## config.mk

```make
export PLATFORM = sky130hd
export DESIGN_NAME = pipe_hazard_ctrl
export DESIGN_NICKNAME = d
export VERILOG_FILES = /design/src/rtl/hazard_pkg.sv /design/src/rtl/hazard_scoreboard.sv /design/src/rtl/pipe_hazard_ctrl.sv
export SDC_FILE = /design/constraint.sdc
export NUM_CORES = 1
export LEC_CHECK = 0
export CAP_MARGIN = 20
export CORE_MARGIN = 3
export CORE_UTILIZATION = 44
export CTS_CLUSTER_DIAMETER = 150
export DETAILED_ROUTE_END_ITERATION = 6
export PLACE_DENSITY_LB_ADDON = 0.15
export SETUP_SLACK_MARGIN = 0.02
export SYNTH_ARGS = -nofsm -noshare
export SYNTH_HDL_FRONTEND = slang
export SYNTH_SLANG_ARGS = --single-unit
```

## constraint.sdc

```tcl
create_clock -name clk -period 5.7 [get_ports clk]
set_input_delay 0.57 -clock clk [delete_from_list [all_inputs] [get_ports clk]]
set_output_delay 0.57 -clock clk [all_outputs]
set_load 0.01 [all_outputs]
```

## src/rtl/hazard_pkg.sv

```systemverilog
// Shared types and constants for the pipeline hazard/exception controller.
package hazard_pkg;

  typedef enum logic {
    IDLE  = 1'b0,
    REDIR = 1'b1
  } hazState_t;

  localparam logic [1:0] FWD_RF = 2'b00;
  localparam logic [1:0] FWD_W  = 2'b01;
  localparam logic [1:0] FWD_M  = 2'b10;

  localparam logic [31:0] EXC_VECTOR_DEF = 32'hBFC00380;
  localparam logic [31:0] ERET_CODE_DEF  = 32'h0000000E;

endpackage

```

## src/rtl/hazard_scoreboard.sv

```systemverilog
// Pending-write scoreboard for long-latency producers; set beats clear, flush wipes all.
module hazard_scoreboard #(
  parameter int NREG = 32,
  parameter int REGW = 5
) (
  input  logic            clk,
  input  logic            rst,
  input  logic            setEn,
  input  logic [REGW-1:0] setReg,
  input  logic            clrEn,
  input  logic [REGW-1:0] clrReg,
  input  logic            flushAll,
  input  logic [REGW-1:0] rdRegA,
  input  logic [REGW-1:0] rdRegB,
  output logic            rdA,
  output logic            rdB
);

  logic [NREG-1:0] sb;
  logic [NREG-1:0] sbNext;

  always_comb begin
    sbNext = sb;
    if (clrEn) sbNext[clrReg] = 1'b0;
    if (setEn) sbNext[setReg] = 1'b1;
    if (flushAll) sbNext = '0;
    sbNext[0] = 1'b0;
  end

  always_ff @(posedge clk) begin
    if (rst) sb <= '0;
    else     sb <= sbNext;
  end

  assign rdA = sb[rdRegA];
  assign rdB = sb[rdRegB];

endmodule

```

## src/rtl/pipe_hazard_ctrl.sv

```systemverilog
// Hazard/exception controller for the 5-stage core: stalls, flushes, forwarding, redirect.
// Optional stall/exception counters are built when HAZ_PERF_EN is defined.
module pipe_hazard_ctrl
  import hazard_pkg::*;
#(
  parameter int          NREG       = 32,
  parameter int          REGW       = 5,
  parameter logic [31:0] EXC_VECTOR = EXC_VECTOR_DEF,
  parameter logic [31:0] ERET_CODE  = ERET_CODE_DEF
) (
  input  logic            clk,
  input  logic            rst,
  input  logic [REGW-1:0] rsD,
  input  logic [REGW-1:0] rtD,
  input  logic            use_rsD,
  input  logic            use_rtD,
  input  logic            branchD,
  input  logic            issueD,
  input  logic [REGW-1:0] wregD,
  input  logic            long_latD,
  input  logic            regwriteE,
  input  logic            regwriteM,
  input  logic            regwriteW,
  input  logic [REGW-1:0] writeregE,
  input  logic [REGW-1:0] writeregM,
  input  logic [REGW-1:0] writeregW,
  input  logic            div_stallE,
  input  logic            inst_stall,
  input  logic            data_stall,
  input  logic [31:0]     exc_typeM,
  input  logic [31:0]     epcM,
  output logic            stallF,
  output logic            stallD,
  output logic            stallE,
  output logic            stallM,
  output logic            flushD,
  output logic            flushE,
  output logic            flushM,
  output logic            flushW,
  output logic            fwdaD,
  output logic            fwdbD,
  output logic [1:0]      fwdaE,
  output logic [1:0]      fwdbE,
  output logic            redirect_valid,
  output logic [31:0]     redirect_pc,
  output logic [31:0]     perf_raw_cnt,
  output logic [31:0]     perf_mem_cnt,
  output logic [31:0]     perf_exc_cnt
);

  hazState_t       state, stateNext;
  logic            capture, fsmHold;
  logic            sbHitA, sbHitB, sbSet;
  logic            rawStall, brStall, frontStall;
  logic [REGW-1:0] rsE, rtE;

  function automatic logic [1:0] fwdSel(input logic [REGW-1:0] src,
                                        input logic rwM, input logic [REGW-1:0] wrM,
                                        input logic rwW, input logic [REGW-1:0] wrW);
    if (src != '0 && rwM && src == wrM)      return FWD_M;
    else if (src != '0 && rwW && src == wrW) return FWD_W;
    else                                     return FWD_RF;
  endfunction

  assign sbSet = issueD & long_latD & ~stallD & ~flushE & (wregD != '0);

  hazard_scoreboard #(.NREG(NREG), .REGW(REGW)) uScoreboard (
    .clk     (clk),
    .rst     (rst),
    .setEn   (sbSet),
    .setReg  (wregD),
    .clrEn   (regwriteW),
    .clrReg  (writeregW),
    .flushAll(capture),
    .rdRegA  (rsD),
    .rdRegB  (rtD),
    .rdA     (sbHitA),
    .rdB     (sbHitB)
  );

  assign rawStall = issueD & ((use_rsD & sbHitA) | (use_rtD & sbHitB));
  assign brStall  = branchD & regwriteE & (writeregE != '0) &
                    ((writeregE == rsD) | (writeregE == rtD));

  // Redirect FSM: capture is a one-cycle event out of IDLE; REDIR holds until fetch accepts
  always_comb begin
    stateNext      = state;
    capture        = 1'b0;
    fsmHold        = 1'b0;
    redirect_valid = 1'b0;
    case (state)
      IDLE: begin
        if (exc_typeM != '0) begin
          capture   = 1'b1;
          stateNext = REDIR;
        end
      end
      REDIR: begin
        redirect_valid = 1'b1;
        if (!inst_stall) stateNext = IDLE;
      end
      default: stateNext = IDLE;
    endcase
  end

  always_ff @(posedge clk) begin
    if (rst) begin
      state       <= IDLE;
      redirect_pc <= EXC_VECTOR;
    end else begin
      state <= stateNext;
      if (capture) redirect_pc <= (exc_typeM == ERET_CODE) ? epcM : EXC_VECTOR;
    end
  end

  // Exception flush takes priority over every stall source
  always_comb begin
    frontStall = rawStall | brStall | inst_stall | data_stall | div_stallE | fsmHold;
    stallF = frontStall;
    stallD = frontStall;
    stallE = div_stallE | data_stall;
    stallM = data_stall;
    flushD = 1'b0;
    flushE = (rawStall | brStall) & ~(div_stallE | data_stall);
    flushM = 1'b0;
    flushW = data_stall;
    if (capture) begin
      stallF = 1'b0;
      stallD = 1'b0;
      stallE = 1'b0;
      stallM = 1'b0;
      flushD = 1'b1;
      flushE = 1'b1;
      flushM = 1'b1;
      flushW = 1'b1;
    end
  end

  // E-stage copy of the decode sources, for the E operand muxes
  always_ff @(posedge clk) begin
    if (rst || flushE) begin
      rsE <= '0;
      rtE <= '0;
    end else if (!stallE) begin
      rsE <= rsD;
      rtE <= rtD;
    end
  end

  assign fwdaD = (rsD != '0) & regwriteM & (rsD == writeregM);
  assign fwdbD = (rtD != '0) & regwriteM & (rtD == writeregM);
  assign fwdaE = fwdSel(rsE, regwriteM, writeregM, regwriteW, writeregW);
  assign fwdbE = fwdSel(rtE, regwriteM, writeregM, regwriteW, writeregW);

`ifdef HAZ_PERF_EN
  logic [31:0] rawCnt, memCnt, excCnt;

  always_ff @(posedge clk) begin
    if (rst) begin
      rawCnt <= '0;
      memCnt <= '0;
      excCnt <= '0;
    end else begin
      rawCnt <= rawCnt + {31'd0, rawStall | brStall};
      memCnt <= memCnt + {31'd0, inst_stall | data_stall};
      excCnt <= excCnt + {31'd0, capture};
    end
  end

  assign perf_raw_cnt = rawCnt;
  assign perf_mem_cnt = memCnt;
  assign perf_exc_cnt = excCnt;
`else
  assign perf_raw_cnt = 32'h0;
  assign perf_mem_cnt = 32'h0;
  assign perf_exc_cnt = 32'h0;
`endif

endmodule

```

==> out/results.ini <==
[die]
core_um2 = 10890
initial_core_util = 0.4537
die_y_um = 112.0
die_w_um = 112.0
row_count = 38
io_pins = 250
die-area_um2 = 12530

[logic_synthesis]
synthArstFlopShare = 0
yosysSeqAreaShare = 0.2999
synth_ff_type = dfxtp_1
syn_area_um2 = 4940
yosysWarnings = 0
avgSynthCellArea_um2 = 9.014
synth_top_cell_by_area = dfxtp_1
yosysUniqueCellTypes = 56
synth-seq-cells = 74
yosys-top-cells-area = dfxtp_1 (30%), buf_4 (15%), xnor2_1 (5.0%)
synth_top_area_frac = 0.2999
synthCells = 548
synth-edff-count = 0

[timing]
period_minus_slack_ps = 4437
report.final.setup_viol = 0
tightest_slew_ps = 838.8
maxSlewHeadroom = 0.4388
hold_viol = 0
fin_worst_skew_ps = 7.176
finalMaxSlewViolations = 0
rsz0062_at_grt = false
period_share = 0.7785
fmax_ghz = 0.2254
final.setup.tns_ps = 0

[critical_path]
worstSetupEndpointType = output pin
critPathMaxFanout = 14
crit_arrival_ps = 3870
crit_type = primary input to output pin
reg2reg_slack_ps = 3260
critPathRequiredTime_ps = 5130
r2r_cells = 7
r2r_start = uScoreboard.sb[7]
r2r-end = uScoreboard.sb[8]
worst_setup_path_start_kind = primary input

[global_routing]
grt_usage = 0.2219
grt_pass1_vias = 4265
overflow = 0
grt_max_degree = 49
antenna_found_initial = 0
grt_first_pass_wirelength_um = 22580

[place]
placed_area_um2 = 6106
hpwl_um = 11090
numPortBuffers = 153
gp_congestion = 0.8836

[power]
power_density_nw_per_um2 = 183.1
power.total_mw = 1.151
ir_worst_vdd_v = 0.0001855
p_leak_nw = 2.361

[clocking]
worstSkewPairLatency_ps = 340
htreeDepth = 3
cts-root-buf = clkbuf_8
clkSinkCount = 74
cts_tree = yes
cts_buffers = 9
cts_max_path_buffers = 2
clkSlewWorstSetupHoldPaths_ps = 70
holdBufCountCts = 0
post_cts_buffers = 0
cts.repair.resized = 0

[run_status]
status = complete, no violations

[finish]
diodes = 0
fin_nets = 777
syn_to_final_growth_pct = 27.30
final_area_um2 = 6289
drive_above_1_share = 0.06074

[routing]
wire_per_inst_um = 17.76
drt_iter0_markers = 233
drc = 0
viasPerCell = 5.351
vias = 4361
drt.antenna.violating_nets = 0
firstDrtPassIters = 5
finalWirelength_um = 14470

[hold_path]
worstHoldStart = redirect_pc[7]
whs_path_depth = 1
hold_class = flop to flop
holdPathEnd = redirect_pc[7]

[run]
cap_violations = 0

==> worst max-delay path, stage by stage <==
cell and delay (ps):
clkdlybuf4s50_1 860, mux4_1 630, mux2_2 280, a221oi_2 220, or4_1 200, o211ai_4 190, o41a_1 410, clkdlybuf4s50_1 500
==> through the flow <==
step	hold WS [ps]	util	worst slack (ps)	std cells
after detailed placement	463.3	0.5608	1273	799
after global placement	461.0	0.5608	1334	799
final	480.9	0.5776	1263	815
after CTS	485.1	0.5776	1258	815
after global routing	500.3	0.5776	1035	815
after floorplan	477.9	-	2702	643
==> layer usage <==
metal  GRT usage  vias to the layer above  routed length (um)  part of all wire
li1            -                     2074                   -                 -
met1      0.2766                     2061                6020              0.42
met2      0.3581                      212                6743              0.47
met3     0.07989                       14                1527              0.11
met4     0.07372                        0                 180             0.012
met5           0                        -                   0                 0
==> cells in the mapped netlist, drive strengths merged, types with 3 or more instances <==
library cell,count
buf,110
dfxtp,74
clkbuf,32
o211ai,32
xnor2,28
nand4,27
mux2i,21
o21ai,21
a22o,20
nand3,17
nand2,16
nor4,14
nor2,13
o22a,12
a211oi,10
o31ai,10
xor2,10
mux4,9
inv,6
mux2,6
nand3b,6
nor3,5
a21oi,4
and3,4
nand2b,4
or4,4
nor2b,3
nor3b,3
o22ai,3
or2,3
or3,3
or3b,3
==> sequential cells by signal, summed over array words and instances, names as in the netlist <==
register,count
redirect_pc,32
uScoreboard.sb,31
rsE,5
rtE,5
state,1
==> report_power, final <==
group	internal [mW]	leakage, nW	switching [mW]
Sequential	0.520	0.597	0.00466
Clock	0.193	0.0965	0.182
Combinational	0.117	1.67	0.135
Total	0.830	2.36	0.321
==> worst max path at each step <==
stage	from	end	slack [ps]	cells past startpoint
after floorplan	rsD[1]	stallF	2700	8
after global placement	rsD[0]	stallD	1330	8
after detailed placement	rsD[0]	stallD	1270	8
after CTS	rsD[0]	stallD	1260	8
after global routing	rsD[1]	stallF	1030	8
final	rsD[0]	stallD	1260	8
==> kinds of logic (layout without fill, tap and decap cells) <==
group,after synthesis,count (layout),share of synthesized area
AOI/OAI and AO/OA,123,123,0.1900
and+or+nand+nor,128,128,0.1484
buffers and inverters,148,180,0.1948
other,1,96,0.0007591
muxes,36,36,0.09878
xor gates and xnor gates,38,38,0.06738
DFF,74,74,0.2999
==> final cells by class <==
type,instances,area [um2]
Multi-Input combinational cell,421,2858
Timing Repair Buffer,158,1569
Fill cell,995,4599
Clock buffer,14,172.7
Tap cell,140,175.2
Clock inverter,2,10.01
Sequential cell,74,1481
Inverter,6,22.52
==> cell usage in the layout (no fill, tap or decap), types with 6 or more instances in the layout <==
master	count
o211ai_1	31
xor2_1	10
mux4_2	7
o21ai_0	21
o31ai_1	10
a22o_1	20
inv_1	6
conb_1	96
o22a_1	12
nand2_1	16
dfxtp_1	74
nor4_1	14
xnor2_1	28
nand3_1	17
a211oi_1	9
nor2_1	12
clkbuf_8	12
nand4_1	27
mux2i_1	21
nand3b_1	6
clkdlybuf4s50_1	153
mux2_2	6
Note: power is estimated with default switching activity, not from simulation.
